--- src/rtl/seq_pkg.sv ---
// Shared types and constants for the song sequencer.
// Holds the FSM state encoding, the reserved note codes and the width helper
// used for the tick prescaler and gap counter.
package seq_pkg;

    // state     | meaning
    // S_IDLE    | stopped, waiting for start
    // S_FETCH_A | rom_addr/rom_song presented to the ROM
    // S_FETCH_D | ROM data valid, captured or recognised as END
    // S_NOTE    | note sounding, duration counter running
    // S_GAP     | silent ticks between notes
    typedef enum logic [2:0] {
        S_IDLE,
        S_FETCH_A,
        S_FETCH_D,
        S_NOTE,
        S_GAP
    } seq_state_e;

    // Reserved note codes at the widest supported note width; the top slices
    // them down to NOTE_W. END is all ones, REST is zero.
    localparam int NOTE_W_MAX = 16;
    localparam logic [NOTE_W_MAX-1:0] END_NOTE  = '1;
    localparam logic [NOTE_W_MAX-1:0] REST_NOTE = '0;

    // Default duration width, in ticks.
    localparam int DUR_W_DEF = 16;
    typedef logic [DUR_W_DEF-1:0] tick_t;

    // Counter width able to hold 0..n-1, never narrower than one bit.
    function automatic int cnt_width(input int n);
        return (n > 1) ? $clog2(n) : 1;
    endfunction

endpackage

--- src/rtl/tick_prescaler.sv ---
// Tick prescaler: counts 0..TICK_DIV-1 while enabled and flags the terminal
// count as a one-cycle tick. clr forces the count back to zero.
module tick_prescaler
    import seq_pkg::*;
#(
    parameter int TICK_DIV = 100000
) (
    input  logic clk,
    input  logic reset,
    input  logic clr,
    input  logic en,
    output logic tick
);

    localparam int CNT_W = cnt_width(TICK_DIV);
    localparam logic [CNT_W-1:0] TERM = CNT_W'(TICK_DIV - 1);

    logic [CNT_W-1:0] cnt_q;
    logic [CNT_W-1:0] cnt_d;

    assign tick = en && !clr && (cnt_q == TERM);

    // Next count: clear wins, otherwise wrap on the terminal count.
    always_comb begin
        cnt_d = cnt_q;
        if (clr) begin
            cnt_d = '0;
        end else if (en) begin
            cnt_d = (cnt_q == TERM) ? '0 : cnt_q + 1'b1;
        end
    end

    // Count register.
    always_ff @(posedge clk or negedge reset) begin
        if (!reset) begin
            cnt_q <= '0;
        end else begin
            cnt_q <= cnt_d;
        end
    end

endmodule

--- src/rtl/song_sequencer.sv ---
// Song sequencer: walks a song table in an external synchronous ROM and
// emits a gated note stream with start/stop/pause control, inter-note gap
// and end-of-song detection.
// Build option: define SEQ_LOOP_EN to honour the loop input; without it the
// loop input is ignored and end of song always returns to idle.
//
// state     | meaning
// S_IDLE    | stopped, waiting for start
// S_FETCH_A | rom_addr stable, ROM reading
// S_FETCH_D | ROM output captured, END detected here
// S_NOTE    | note sounding for max(dur,1) ticks
// S_GAP     | GAP_TICKS silent ticks
module song_sequencer
    import seq_pkg::*;
#(
    parameter int ADDR_W    = 5,
    parameter int NOTE_W    = 4,
    parameter int DUR_W     = 16,
    parameter int SONG_W    = 4,
    parameter int TICK_DIV  = 100000,
    parameter int GAP_TICKS = 8
) (
    input  logic              clk,
    input  logic              reset,
    input  logic              start,
    input  logic              stop,
    input  logic              pause,
    input  logic              loop,
    input  logic [SONG_W-1:0] song_sel,
    output logic [SONG_W-1:0] rom_song,
    output logic [ADDR_W-1:0] rom_addr,
    input  logic [NOTE_W-1:0] rom_note,
    input  logic [DUR_W-1:0]  rom_dur,
    output logic [NOTE_W-1:0] note_out,
    output logic              note_valid,
    output logic              playing,
    output logic              done
);

    localparam int GAP_W = cnt_width(GAP_TICKS + 1);
    localparam logic [NOTE_W-1:0] END_CODE  = END_NOTE[NOTE_W-1:0];
    localparam logic [NOTE_W-1:0] REST_CODE = REST_NOTE[NOTE_W-1:0];

    seq_state_e        state_q, state_d;
    logic [ADDR_W-1:0] idx_q, idx_d;
    logic [SONG_W-1:0] song_q, song_d;
    logic [NOTE_W-1:0] note_q, note_d;
    logic [DUR_W-1:0]  dur_q, dur_d;
    logic [GAP_W-1:0]  gap_q, gap_d;
    logic              done_q, done_d;
    logic              nv_q, nv_d;
    logic              play_q, play_d;
    logic              advance;
    logic              end_song;
    logic              pre_clr;
    logic              pre_en;
    logic              tick;

    // The prescaler only runs in the timed states, so it is already at zero
    // on entry to NOTE; NOTE->GAP happens on a tick, where it wraps to zero.
    assign pre_clr = !((state_q == S_NOTE) || (state_q == S_GAP));
    assign pre_en  = !pre_clr && !pause;

    tick_prescaler #(
        .TICK_DIV(TICK_DIV)
    ) u_prescaler (
        .clk  (clk),
        .reset(reset),
        .clr  (pre_clr),
        .en   (pre_en),
        .tick (tick)
    );

`ifndef SEQ_LOOP_EN
    logic unused_loop;
    assign unused_loop = loop;
`endif

    // Next-state and registered-output decode; stop overrides everything.
    always_comb begin
        state_d  = state_q;
        idx_d    = idx_q;
        song_d   = song_q;
        note_d   = note_q;
        dur_d    = dur_q;
        gap_d    = gap_q;
        done_d   = 1'b0;
        advance  = 1'b0;
        end_song = 1'b0;

        case (state_q)
            S_IDLE: begin
                if (start) begin
                    state_d = S_FETCH_A;
                    idx_d   = '0;
                    song_d  = song_sel;
                end
            end
            S_FETCH_A: begin
                state_d = S_FETCH_D;
            end
            S_FETCH_D: begin
                if (rom_note == END_CODE) begin
                    end_song = 1'b1;
                end else begin
                    state_d = S_NOTE;
                    note_d  = rom_note;
                    dur_d   = (rom_dur == '0) ? DUR_W'(1) : rom_dur;
                end
            end
            S_NOTE: begin
                if (tick) begin
                    dur_d = dur_q - 1'b1;
                    if (dur_q == DUR_W'(1)) begin
                        if (GAP_TICKS == 0) begin
                            advance = 1'b1;
                        end else begin
                            state_d = S_GAP;
                            gap_d   = GAP_W'(GAP_TICKS);
                        end
                    end
                end
            end
            S_GAP: begin
                if (tick) begin
                    gap_d = gap_q - 1'b1;
                    if (gap_q <= GAP_W'(1)) begin
                        advance = 1'b1;
                    end
                end
            end
            default: begin
                state_d = S_IDLE;
            end
        endcase

        if (advance) begin
            if (idx_q == '1) begin
                end_song = 1'b1;
            end else begin
                idx_d   = idx_q + 1'b1;
                state_d = S_FETCH_A;
            end
        end

        if (end_song) begin
            done_d = 1'b1;
            idx_d  = '0;
`ifdef SEQ_LOOP_EN
            state_d = loop ? S_FETCH_A : S_IDLE;
`else
            state_d = S_IDLE;
`endif
        end

        if (stop) begin
            state_d = S_IDLE;
            idx_d   = '0;
            done_d  = 1'b0;
        end

        play_d = (state_d != S_IDLE);
        nv_d   = (state_d == S_NOTE) && (note_d != REST_CODE) && !pause;
    end

    // State and output registers.
    always_ff @(posedge clk or negedge reset) begin
        if (!reset) begin
            state_q <= S_IDLE;
            idx_q   <= '0;
            song_q  <= '0;
            note_q  <= '0;
            dur_q   <= '0;
            gap_q   <= '0;
            done_q  <= 1'b0;
            nv_q    <= 1'b0;
            play_q  <= 1'b0;
        end else begin
            state_q <= state_d;
            idx_q   <= idx_d;
            song_q  <= song_d;
            note_q  <= note_d;
            dur_q   <= dur_d;
            gap_q   <= gap_d;
            done_q  <= done_d;
            nv_q    <= nv_d;
            play_q  <= play_d;
        end
    end

    assign rom_song   = song_q;
    assign rom_addr   = idx_q;
    assign note_out   = note_q;
    assign note_valid = nv_q;
    assign playing    = play_q;
    assign done       = done_q;

endmodule

--- config.mk ---
export PLATFORM = sky130hd
export DESIGN_NAME = song_sequencer
export DESIGN_NICKNAME = d
export VERILOG_FILES = /design/src/rtl/seq_pkg.sv /design/src/rtl/tick_prescaler.sv /design/src/rtl/song_sequencer.sv
export SDC_FILE = /design/constraint.sdc
export NUM_CORES = 1
export LEC_CHECK = 0
export BUFFER_PORTS_ARGS = -buffer_cell sky130_fd_sc_hd__buf_4
export CAP_MARGIN = 20
export CORE_UTILIZATION = 39
export CTS_CLUSTER_SIZE = 40
export DETAILED_ROUTE_END_ITERATION = 8
export GPL_ROUTABILITY_DRIVEN = 0
export GPL_TIMING_DRIVEN = 1
export PLACE_DENSITY_LB_ADDON = 0.08
export SKIP_CTS_REPAIR_TIMING = 1
export SYNTH_ARGS = -nofsm -noshare
export SYNTH_HDL_FRONTEND = slang
export SYNTH_SLANG_ARGS = --single-unit
--- constraint.sdc ---
create_clock -name clk -period 2.6 [get_ports clk]
set_input_delay 0.39 -clock clk [delete_from_list [all_inputs] [get_ports clk]]
set_output_delay 0.39 -clock clk [all_outputs]
set_load 0.005 [all_outputs]
== Word-level counts from Yosys, hierarchy flattened ==
Index checks and enable logic that the tools add are counted.

* Flip-flop bits (word level): 56
* Input port bits: 30
* Word-level logic and storage cells: 82

* Add/subtract/negate cells: 4
* $lt $le $gt $ge: 1
* Eq/ne operators: 14
* Mux-type cells: 37
* Reduce and logical (&&, ||, !) cells: 16

{| class="wikitable"
|+ Operator list
! cell !! number
|-
| $mux W17 || 3
|-
| $mux W16 || 3
|-
| $pmux W16 S2 || 1
|-
| $mux W5 || 6
|-
| $mux W3 || 8
|-
| $mux W4 || 5
|-
| $add A17 B1 Y17 const B || 1
|-
| $eq A17 B17 Y1 const B || 1
|-
| $eq A16 B1 Y1 const B || 1
|-
| $logic_not A16 Y1 || 1
|-
| $sub A16 B1 Y16 const B || 1
|-
| $pmux W3 S5 || 1
|-
| $eq A3 B2 Y1 const B || 3
|-
| $mux W1 || 9
|-
| $pmux W4 S2 || 1
|-
| $ne A2 B2 Y1 const B || 3
|-
| $add A5 B1 Y5 const B || 1
|-
| $eq A5 B5 Y1 const B || 1
|-
| $logic_and A1 B1 Y1 || 5
|-
| $eq A4 B4 Y1 const B || 1
|-
| $le A4 B1 Y1 const B || 1
|-
| $ne A2 B1 Y1 const B || 2
|-
| $reduce_and A4 Y1 || 1
|-
| $reduce_bool A2 Y1 || 2
|-
| 10 further kinds || 10
|}

== Depth between registers and ports, before layout ==
* Word-level depth: 14
* Mapped depth: 9
* Gate-level depth less buffers: 7

== Modules after synthesis ==
Synthesis repeated with hierarchy kept, for this count alone.

* Cells, all modules: 349
* Area total of the unflattened synthesis: 3261.9 um^2

{| class="wikitable"
|+ By module, submodules not included
! module !! instances !! cells each !! sequential area each (um^2) !! area an instance (um^2)
|-
| song_sequencer || 1 || 233 || 975.9 || 2187.1
|-
| tick_prescaler || 1 || 116 || 425.4 || 1074.8
|}

== Worst setup path after synthesis ==
Ideal clock, no wire load.

* Kind: reg2reg
* From: reg state_q[0]
* To: reg dur_q[14]
* Data arrival time: 1.939 ns
* Period minus slack after synthesis: 2.058 ns
* Path slack: 0.542 ns
* Required time: 2.480 ns
* Cell stages (with the launch flop): 9
* Path through: dfrtp_1 buf_6 or3b_2 clkbuf_1 nor2_1 buf_4 mux2i_1 nand2_1 and3_1

* Word-level cells in the longest chain between the ends: 7
* Elaborated cells between the ends (all ways): 12
* Classes of those cells: eq/ne (5); mux (1); reduce/logical (6)

{| class="wikitable"
|+ RTL lines
! what !! line !! text
|-
| start, declared || song_sequencer.sv:44 || <nowiki>seq_state_e state_q, state_d;</nowiki>
|-
| start signal, assigned || song_sequencer.sv:179 || <nowiki>state_q <= state_d;</nowiki>
|-
| $eq A3 B2 Y1 or $eq A3 B3 Y1 (tied branches) || song_sequencer.sv:61, song_sequencer.sv:91 ||
|-
| $logic_or A1 B1 Y1 || song_sequencer.sv:61 || <nowiki>assign pre_clr = !((state_q == S_NOTE) || (state_q == S_GAP));</nowiki>
|-
| $logic_and A1 B1 Y1 || song_sequencer.sv:62 || <nowiki>assign pre_en = !pre_clr && !pause;</nowiki>
|-
| $logic_and A1 B1 Y1 (2 in a row) || tick_prescaler.sv:21 || <nowiki>assign tick = en && !clr && (cnt_q == TERM);</nowiki>
|-
| $ne A2 B2 Y1 (no source line) || - ||
|-
| $reduce_and A3 Y1 (no source line) || - ||
|-
| end signal, assigned || song_sequencer.sv:183 || <nowiki>dur_q <= dur_d;</nowiki>
|-
| end, declared || song_sequencer.sv:48 || <nowiki>logic [DUR_W-1:0] dur_q, dur_d;</nowiki>
|}

Parallel ways exist; a longest one is shown, timed or not.
A chain may end at the register's enable or synchronous reset.

== Final worst setup path ==
* From: reg dur_q[1]
* To: reg play_q (netlist: playing)

* Word-level cells in the longest chain between the ends: 9

{| class="wikitable"
|+ RTL lines
! what !! line !! text
|-
| $eq A16 B1 Y1 (*) || song_sequencer.sv:114 || <nowiki>if (dur_q == DUR_W'(1)) begin</nowiki>
|-
| $mux W3 (*) || song_sequencer.sv:114 ||
|-
| $mux W3 (*) || song_sequencer.sv:112 || <nowiki>if (tick) begin</nowiki>
|-
| $pmux W3 S5 (*) || song_sequencer.sv:91 || <nowiki>case (state_q)</nowiki>
|-
| $mux W3 || song_sequencer.sv:138 || <nowiki>if (idx_q == '1) begin</nowiki>
|-
| $mux W3 (*) || song_sequencer.sv:137 || <nowiki>if (advance) begin</nowiki>
|-
| $mux W3 (*) || song_sequencer.sv:146 || <nowiki>if (end_song) begin</nowiki>
|-
| $mux W3 (*) || song_sequencer.sv:156 || <nowiki>if (stop) begin</nowiki>
|-
| named net state_d[1] || song_sequencer.sv:44 ||
|-
| $reduce_bool A3 Y1 (*) || song_sequencer.sv:162 || <nowiki>play_d = (state_d != S_IDLE);</nowiki>
|-
| named net play_d || song_sequencer.sv:52 || <nowiki>logic play_q, play_d;</nowiki>
|-
| end signal, assigned || song_sequencer.sv:187 || <nowiki>play_q <= play_d;</nowiki>
|-
| end, declared || song_sequencer.sv:52 ||
|}

Mark *: on every way through the listed nets, which the timed path passes. The rest lies on a longest branch.

==> summary.md <==
| Metric | Value |
|---|---|
| Area growth, synth to finish | 17.3% |
| MaxCap Viol Count | 0 |
| Final total power | 2.29 mW |
| Gate Count Post-Synth | 374 |
| Core ar. | 8220 µm² |
| Routed WL | 8110 µm |
| Initial antenna violation count | 0 |
| Period utilization | 88.8% |
| Critical Path RT | 2.80 ns |
| Die Span X | 94.3 µm |
| GRT Resource Usage Total | 20.0% |
| Hold Path Class | input port to asynchronous set/reset pin |
| Row cnt | 33 |
| Power per Cell Area | 586 nW/µm² |
| Final WS setup | 0.292 ns |
| Minimum clock period | 2.31 ns |
| Final Hold Viols | 0 |
| Vias | 2971 |
| Clock tree from TritonCTS | built |
| Area of the multi-input gates | 1800 µm² |
| Initial Util | 40.5% |
| Post-synthesis sequential area ratio | 42.1% |
| Leak | 1.62 nW |
| Syn nets | 411 |
| Yosys cell types | 63 |
| Status | finished clean |
| Critical Path AT | 2.51 ns |
| Peak Freq | 0.433 GHz |
| Critical path class | register to register |
| WHS | 0.121 ns |
| Largest net degree at the start of global routing | 57 |
| Register area | 1400 µm² |
| Drt initial violations | 178 |
| Root buf cell | clkbuf_8 |
| Vias per inst | 5.62 |
| Ys async rst share | 100% |
| FILL cells | 803 |
| Syn_area_per_cell | 8.89 µm² |
| # setup viols final | 0 |
| DR DRC count | 0 |
| Finished layout cell area | 3900 µm² |
| Max Root-Sink Buffers | 2 |
| Worst slew margin | 51.8% |
| Ys flop type | dfrtp_1 |
| Worst Clk Skew | 0.0133 ns |
| CP Launch Type | register |
| Die H | 94.3 µm |
| Post-synth EDFFs | 0 |
| Detail Route Antenna Nets | 0 |
| Clk_lat worst skew | 0.31 ns |
| Grt ovf | 0 |
| First-pass GRT wire length | 14000 µm |
| H-tree depth | 2 |
| RSZ-0062 raised after global routing | no |
| Fin. max-slew vios | 0 |
| Cell Area, Placed | 3800 µm² |
| Placed cell count | 520 |
| Max rail drop VDD | 270 µV |
| Die Area | 8900 µm² |
| DP Worst Slack | 0.148 ns |
| Mapped Area | 3330 µm² |
| Critical Path Fanout Max | 7 |
| Cts bufs inserted | 5 |
| I/O pins | 46 |
| DRT Pass-1 Iters | 4 |
| Vias in the first global route | 2914 |
| # diodes | 0 |
| Clock transition at path regs | 0.11 ns |
| Worst-Margin Slew | 0.716 ns |
| CTS sink count | 56 |
| Final Core Density | 47.5% |
| Final net count | 460 |
| IO Port Bufs | 44 |
| DR WL/cell | 15.3 µm |
| Layout cells sized above 1 | 18.2% |
| #FFs+latches synth | 56 |
| Layout Cells excl Fill | 529 |
| DPL Wire Length | 5710 µm |
| Synth warn | 0 |
| Setup TNS | 0 ns |
| CP Capture Type | register |
## routing by layer
metal	track usage (%)	up-vias	part of all wire [%]
li1	-	1487	-
met1	28.1	1418	50
met2	32.2	59	46
met3	2.98	7	3.5
met4	5.13	0	1.0
met5	0	-	0
## registers in the layout (all words and copies together), names as in the netlist
signal             cells
u_prescaler.cnt_q     17
state_q                3
gap_q                  4
rom_addr               5
done                   1
note_out               4
rom_song               4
dur_q                 16
playing                1
note_valid             1
## critical path, cell delays in order, from the launching register on
cell	delay, ns
dfrtp_1	0.40
inv_1	0.10
ha_1	0.15
nor4b_1	0.30
nand4_1	0.38
nor2_1	0.33
a21oi_1	0.15
or3_1	0.38
## cell usage in the layout, fill, tap and decap left out, drive strengths merged, types with 3 or more instances in the layout
cell type and instances:
a21o 4, a21oi 25, a22o 3, a22oi 3, and2 5, and3 5
and4 5, buf 59, clkbuf 6, dfrtp 56, ha 7, inv 9
mux2i 4, nand2 50, nand3 13, nand3b 4, nand4 6, nor2 25
nor3 14, nor3b 4, nor4 10, nor4b 6, o21ai 34, o22a 4
o22ai 6, o31ai 5, or3 8, or3b 3, xnor2 4, xor2 4
## power breakdown
| group | internal [mW] | switching, mW |
|---|---|---|
| combinational | 0.288 | 0.278 |
| sequential | 1.03 | 0.172 |
| clock | 0.217 | 0.300 |
## path summary, 6_finish.rpt
check,slack (ns),to,from,cells past startpoint
max,0.29,playing,dur_q[1],7
min,0.12,note_out[2],reset,1
max reg2reg,0.29,playing,dur_q[1],7
min reg2reg,0.48,rom_song[3],rom_song[3],2
max in group asynchronous,1.99,u_prescaler.cnt_q[11],reset,1
min in group clk,0.24,done,stop,2
## synth_stat cells (all sizes together) (3+ instances only)
library cell | count | area (µm²)
a21o | 4 | 30.0
a21oi | 25 | 129
a22o | 3 | 26.3
a22oi | 3 | 22.5
and2 | 5 | 31.3
and3 | 5 | 31.3
and4 | 5 | 43.8
buf | 8 | 60.1
clkbuf | 9 | 35.0
dfrtp | 56 | 1400
ha | 7 | 87.6
inv | 9 | 33.8
mux2i | 4 | 40.0
nand2 | 50 | 188
nand3 | 13 | 65.1
nand3b | 4 | 30.0
nand4 | 6 | 37.5
nor2 | 25 | 93.8
nor3 | 14 | 70.1
nor3b | 4 | 30.0
nor4 | 10 | 83.8
nor4b | 6 | 52.6
o21ai | 34 | 170
o22a | 4 | 35.0
o22ai | 6 | 43.8
o31ai | 5 | 37.5
or3 | 8 | 50.1
or3b | 3 | 26.3
xnor2 | 4 | 35.0
xor2 | 4 | 35.0
## logic make-up after synthesis
logic type | synth area share, %
flops | 42.1
fa+ha+maj | 2.63
mux | 1.54
compound gates | 19.4
xor+xnor | 2.11
simple gates | 28.3
buf+inv | 3.87
## layout make-up
class | instances | area share, %
Inverter | 9 | 0.866
Multi-Input combinational cell | 292 | 46.0
Clock inverter | 2 | 0.385
Tap cell | 105 | 3.37
Sequential cell | 56 | 35.9
Timing Repair Buffer | 59 | 11.3
Clock buffer | 6 | 2.12
(Power assumes the default switching activity.)
